## config.mk

```make
export PLATFORM = sky130hd
export DESIGN_NAME = nand4_operand_shreg
export DESIGN_NICKNAME = d
export VERILOG_FILES = /design/src/rtl/nand4_operand_shreg_pkg.sv /design/src/rtl/nand4_operand_shreg_sat_counter_v.sv /design/src/rtl/nand4_operand_shreg.sv
export SDC_FILE = /design/constraint.sdc
export NUM_CORES = 1
export LEC_CHECK = 0
export CAP_MARGIN = 40
export CORE_MARGIN = 2
export CORE_UTILIZATION = 49
export CTS_CLUSTER_SIZE = 25
export DETAILED_ROUTE_END_ITERATION = 12
export GPL_TIMING_DRIVEN = 0
export HOLD_SLACK_MARGIN = 0.12
export PLACE_DENSITY = 0.72
export SYNTH_ARGS = -nofsm -noshare
export SYNTH_HDL_FRONTEND = slang
export SYNTH_SLANG_ARGS = --single-unit
```

## constraint.sdc

```tcl
create_clock -name i_clk -period 2.9 [get_ports i_clk]
set_clock_uncertainty 0.2 [all_clocks]
set_input_delay 0.435 -clock i_clk [delete_from_list [all_inputs] [get_ports i_clk]]
set_output_delay 0.435 -clock i_clk [all_outputs]
set_load 0.05 [all_outputs]
```

## src/rtl/nand4_operand_shreg_pkg.sv

```systemverilog
// Shared encodings for the NAND4 operand shift-register stage.
// State codes, fill limit and the all-ones tap pattern.
package nand4_operand_shreg_pkg;

    typedef enum logic [1:0] {
        EMPTY = 2'd0,
        FILL  = 2'd1,
        FULL  = 2'd2,
        STALL = 2'd3
    } state_t;

    localparam logic [2:0] FILL_MAX = 3'd4;
    localparam logic [3:0] ALL_ONES = 4'b1111;

endpackage

```

## src/rtl/nand4_operand_shreg_sat_counter_v.sv

```systemverilog
// Saturating up-counter with synchronous clear.
// Holds at all-ones instead of wrapping.
module sat_counter_v #(
    parameter int W = 8
) (
    input  logic         clk,
    input  logic         rst_n,
    input  logic         clear,
    input  logic         inc,
    output logic [W-1:0] count
);

    localparam logic [W-1:0] ONE = {{(W-1){1'b0}}, 1'b1};

    always_ff @(posedge clk or negedge rst_n) begin
        if (!rst_n) begin
            count <= '0;
        end else if (clear) begin
            count <= '0;
        end else if (inc && (count != '1)) begin
            count <= count + ONE;
        end
    end

endmodule

```

## src/rtl/nand4_operand_shreg.sv

```systemverilog
// Serial-in operand stage feeding a 4-input NAND.
// Flags and counts every load that leaves all four taps at 1.
module nand4_operand_shreg
    import nand4_operand_shreg_pkg::*;
#(
    parameter bit STALL_ON_HIT = 1'b0,
    parameter int W_CNT        = 8
) (
    input  logic             i_clk,
    input  logic             i_rst_n,
    input  logic             i_valid,
    input  logic             i_bit,
    input  logic             i_clear,
    output logic             o_ready,
    output logic             o_a,
    output logic             o_b,
    output logic             o_c,
    output logic             o_d,
    output logic             o_full,
    output logic             o_hit,
    output logic [W_CNT-1:0] o_hit_cnt
);

    state_t     state;
    state_t     state_next;
    logic [3:0] taps;
    logic [3:0] shifted;
    logic [2:0] fill;
    logic [2:0] fill_inc;
    logic       accept;
    logic       hit_next;

    assign o_ready  = (state != STALL);
    assign o_full   = (state == FULL) || (state == STALL);
    assign accept   = i_valid & o_ready & ~i_clear;
    // taps[3] is the oldest bit (operand a)
    assign shifted  = {taps[2:0], i_bit};
    assign fill_inc = (fill == FILL_MAX) ? FILL_MAX : fill + 3'd1;
    assign hit_next = accept && (fill_inc == FILL_MAX)
                      && (shifted == ALL_ONES);

    assign {o_a, o_b, o_c, o_d} = taps;

    always_comb begin
        state_next = state;
        if (i_clear) begin
            state_next = EMPTY;
        end else if (state == STALL) begin
            state_next = FULL;
        end else if (accept) begin
            if (hit_next && STALL_ON_HIT) begin
                state_next = STALL;
            end else if (fill_inc == FILL_MAX) begin
                state_next = FULL;
            end else begin
                state_next = FILL;
            end
        end
    end

    always_ff @(posedge i_clk or negedge i_rst_n) begin
        if (!i_rst_n) begin
            state <= EMPTY;
            taps  <= '0;
            fill  <= '0;
            o_hit <= 1'b0;
        end else if (i_clear) begin
            state <= EMPTY;
            taps  <= '0;
            fill  <= '0;
            o_hit <= 1'b0;
        end else begin
            state <= state_next;
            o_hit <= hit_next;
            if (accept) begin
                taps <= shifted;
                fill <= fill_inc;
            end
        end
    end

    sat_counter_v #(
        .W(W_CNT)
    ) u_hit_cnt (
        .clk  (i_clk),
        .rst_n(i_rst_n),
        .clear(i_clear),
        .inc  (hit_next),
        .count(o_hit_cnt)
    );

endmodule

```

-- Word level (Yosys, flattened, before mapping)
Index checks and enable logic that the tools add are counted.
- register bits after elaboration: 18
- output and inout port bits: 15
- word-level logic and storage cells: 36
- add/subtract/negate cells: 2
- eq/ne operators: 7
- mux-type cells: 12
- bitwise gates (word level): 3
- reduce and logical (&&, ||, !) cells: 7
- operator list (operator ; count):
    $mux W8 ; 2
    $mux W3 ; 3
    $add A8 B1 Y8 const B ; 1
    $mux W2 ; 4
    $mux W4 ; 2
    $ne A8 B8 Y1 const B ; 1
    $eq A3 B3 Y1 const B ; 2
    $eq A2 B2 Y1 const B ; 2
    $eq A4 B4 Y1 const B ; 1
    $reduce_bool A2 Y1 ; 2
    $add A3 B1 Y3 const B ; 1
    $logic_and A1 B1 Y1 ; 3
    $reduce_bool A3 Y1 ; 1
    $and A1 B1 Y1 ; 2
    $ne A2 B2 Y1 const B ; 1
    $logic_or A1 B1 Y1 ; 1
    $mux W1 ; 1
    $not A1 Y1 ; 1

-- Depth between registers and ports, before layout
- depth in word-level cells: 8
- mapped depth: 6

-- Modules after synthesis
From an unflattened synthesis, not the netlist that was laid out.
- cells, all modules: 98
- area, all modules: 999.7 um2
- modules (own cells, without submodules) (module ; times used ; cells an instance ; area each (um2)):
    nand4_operand_shreg ; 1 ; 49 ; 535.5
    sat_counter_v ; 1 ; 49 ; 464.2

-- Least setup slack after synthesis
Ideal clock, no wire load.
- kind: reg-to-reg
- start: register taps[0]
- end: register u_hit_cnt.count[7]
- data arrival time: 1754 ps
- setup slack: 818 ps
- cell stages (with the launch flop): 5
- buffers on the path: 0
- cells stage by stage: dfrtp_1 > nand4_1 > or3_1 > nor3_2 > mux2_1
- word-level cells in the longest chain between the ends: 4
- ends and longest elaborated chain (element ; line ; RTL):
    start, declared ; nand4_operand_shreg.sv:26 ; logic [3:0] taps;
    start signal, assigned ; nand4_operand_shreg.sv:76 ; taps <= shifted;
    $eq A4 B4 Y1 ; nand4_operand_shreg.sv:40 ; && (shifted == ALL_ONES);
    $logic_and A1 B1 Y1 ; nand4_operand_shreg.sv:40 ;
    $logic_and A1 B1 Y1 ; nand4_operand_shreg_sat_counter_v.sv:20 ; end else if (inc && (count != '1)) begin
    $reduce_bool A2 Y1 (no source line) ; -- ;
    end signal, assigned ; nand4_operand_shreg_sat_counter_v.sv:21 ; count <= count + ONE;
    end, declared ; nand4_operand_shreg_sat_counter_v.sv:10 ; output logic [W-1:0] count
Every way passes these cells.
A chain may end at the register's enable or synchronous reset.

-- Final worst setup path
- start: register state[0]
- end: output port o_ready
- word-level cells in the longest chain between the ends: 1
- ends and longest elaborated chain (element ; line ; RTL):
    start, declared ; nand4_operand_shreg.sv:24 ; state_t state;
    start signal, assigned ; nand4_operand_shreg.sv:73 ; state <= state_next;
    $ne A2 B2 Y1 ; nand4_operand_shreg.sv:33 ; assign o_ready = (state != STALL);
    end, declared ; nand4_operand_shreg.sv:14 ; output logic o_ready,
Every way passes these cells.

==> summary.md <==
| Metric | Value |
|---|---|
| Crit Path Max Fanout | `5` |
| Initial core utilization | `51.61%` |
| Max VDD drop | `260.0 uV` |
| Sequential share of power | `56.1%` |
| Async set-or-reset flop fraction in the synthesized netlist | `100.0%` |
| CTS max path bufs | `2` |
| Pre-antenna DRT Iters | `4` |
| Pin count of the biggest net entering global routing | `19` |
| Max frequency | `0.4441 GHz` |
| Crit Path Class | `reg -> out` |
| Reg clk slew, reported paths | `0.10 ns` |
| Setup TNS | `0 ns` |
| FF/Latch Area | `450.4 sq um` |
| Filler cell count | `182` |
| Clock Power Share | `33.5%` |
| Final Critical Period | `2.252 ns` |
| Core area | `1942 sq um` |
| Startpoint types | `flip-flop` |
| Synth top area cells | `dfrtp_1 45%, a21oi_1 5.5%, nand2_1 4.5%, ha_1 3.7%, nor2b_1 3.1%` |
| Post-CTS Hold Buffers | `0` |
| Post-CTS Setup Bufs | `0` |
| Placed cells | `149` |
| TritonCTS buffer count | `3` |
| Yosys warning total | `0` |
| # DRC | `0` |
| Final ANT Viol Nets | `0` |
| H-tree Lvls | `1` |
| Sw Ratio | `24.98%` |
| IO Pins | `20` |
| Yosys cell types | `35` |
| Internal | `0.3490 mW` |
| Sequential area share after synthesis | `44.94%` |
| Unrepaired setup endpoints after global routing | `no` |
| Slew Limit Fails | `0` |
| Multi-input gate area | `510.5 sq um` |
| Final setup fails | `0` |
| Clock Latency Late Sink | `0.30 ns` |
| Area Overhead vs Synth | `24.97%` |
| Post-CTS Resized | `0` |
| Yosys top cell area share | `44.94%` |
| Register bit count reported by yosys | `18` |
| Cells after Synth | `104` |
| Global-route wire length before repair | `3505 um` |
| Critical path data required time | `2.27 ns` |
| Final net count | `135` |
| Main synth FF type | `dfrtp_1` |
| Syn Std Cell Area | `1002 sq um` |
| Post-layout util | `64.50%` |
| Comb pwr share | `10.4%` |
| Ant diodes | `0` |
| CTS tree | `built` |
| Final Cycle Share | `77.64%` |
| Slew margin rel. | `47.10%` |
| Die area | `2423 sq um` |
| GP Congestion | `0.8004` |
| Routed via count | `856` |
| Slew @ Worst Pin | `0.7910 ns` |
| Worst hold margin | `0.3289 ns` |
| Hold Vio Cnt, Final | `0` |
| Die height | `49.23 um` |
| Syn_area_per_cell | `9.637 sq um` |
| Vias in the first global route | `786` |
| Port Buffers | `18` |
| Max-Cap Viols | `0` |
| WL final | `1980 um` |
| Status | `finished, final reports clean` |
| Most common cell in the netlist | `dfrtp_1` |
| Layout Cells excl Fill | `153` |
| Gr usage total | `19.23%` |
| Num rows | `16` |
| Vias per inst | `5.595` |
| CTS Sinks | `18` |
| Pwr dens | `371.4 nW/um^2` |
| Largest area contributor in the netlist | `dfrtp_1` |
| Crit path arrival time | `1.62 ns` |
| Post-synthesis net count | `112` |
| Post-synth EDFFs | `0` |
| Clk root buf | `clkbuf_4` |
| Hold Crit Class | `reg -> reg` |
| DP Wirelength | `1464 um` |
| Share of layout cells above drive strength 1 | `7.937%` |
| Commonest cells in the netlist | `18 x dfrtp_1, 12 x nand2_1, 11 x a21oi_1` |
| Initial antenna violation count | `0` |
| Crit end category | `output pin` |
| Leak pwr | `0.5260 nW` |
| Switching pwr | `0.1162 mW` |
| Die X | `49.23 um` |
| Per-cell routed wire length | `12.94 um` |
| Grt ovf | `0` |
| Detailed Route Iter0 Violations | `14` |
-- per-stage QoR --
step                      total power, mW  instance area [sq um]  setup slack [ns]
after CTS                          0.4716                   1252            0.6402
final                              0.4652                   1252            0.6484
after detailed placement           0.3151                   1216            0.4394
after global placement             0.3138                   1216            0.4519
after floorplan                    0.2955                   1002            0.8181
after global routing               0.4934                   1252            0.5078
-- power groups by stage --
| stage | Combinational [mW] | Sequential (mW) | Clock (mW) |
|---|---|---|---|
| after floorplan | 0.0261 | 0.269 | 0 |
| after global placement | 0.0487 | 0.265 | 0 |
| after detailed placement | 0.0494 | 0.266 | 0 |
| after CTS | 0.0493 | 0.261 | 0.162 |
| after global routing | 0.0552 | 0.262 | 0.176 |
| final | 0.0484 | 0.261 | 0.156 |
-- worst paths after layout --
check                      startpoint                  to  slack (ns)  cells after the start
max                          state[0]             o_ready        0.65                      2
min                           taps[3]             taps[3]        0.33                      2
max reg2reg                   fill[0]  u_hit_cnt.count[1]        0.66                      5
min reg2reg                   taps[3]             taps[3]        0.33                      2
max in group asynchronous     i_rst_n  u_hit_cnt.count[7]        1.62                      1
min in group asynchronous     i_rst_n             fill[1]        0.39                      1
-- placed cells by master, fill, tap and decap left out, types with 2 or more instances in the layout --
cell type         n
mux2_1            2
clkdlybuf4s50_1  18
nand2_1          12
and3_1            4
and2_1            2
inv_1             5
o21ai_0           4
a211oi_1          3
dfrtp_1          18
nor2_1            4
a31oi_1           2
clkbuf_1          2
a311oi_1          2
a21oi_1          11
clkbuf_4          3
nor2b_1           5
ha_1              3
nand4_1           2
nand3_1           5
-- routing by layer --
metal / up-vias / GRT usage [%] / share of wire (%)
met3: 5 / 4.294 / 5.5
met2: 23 / 29.50 / 47
li1: 423 / - / -
met5: - / 0 / 0
met1: 405 / 25.30 / 45
met4: 0 / 10.00 / 2.0
-- worst max-delay path, cell delays in order (launching register included) --
cell and delay, ns:
dfrtp_1 0.43, nand2_1 0.10, clkdlybuf4s50_1 0.79
-- state kept, by name (all words and copies together), names as in the netlist --
name and flops:
u_hit_cnt.count 8, state 2, taps 4, fill 3, o_hit 1
-- area by class of cell --
cell class                      instances  share of cell area [%]
Timing Repair Buffer                   18                   14.39
Sequential cell                        18                   35.96
Inverter                                5                   1.499
Multi-Input combinational cell         77                   40.76
Buffer                                  4                   1.798
Tap cell                               27                   2.697
Clock buffer                            4                   2.897
-- kinds of logic (layout without fill, tap and decap cells) --
family / after synthesis / after routing / synth area share (%)
compound gates: 29 / 29 / 19.98
fa+ha+maj: 3 / 3 / 3.746
buf+inv: 9 / 31 / 4.120
flops: 18 / 18 / 44.94
mux: 4 / 4 / 4.744
simple gates: 41 / 41 / 22.47
(Power assumes the default switching activity.)
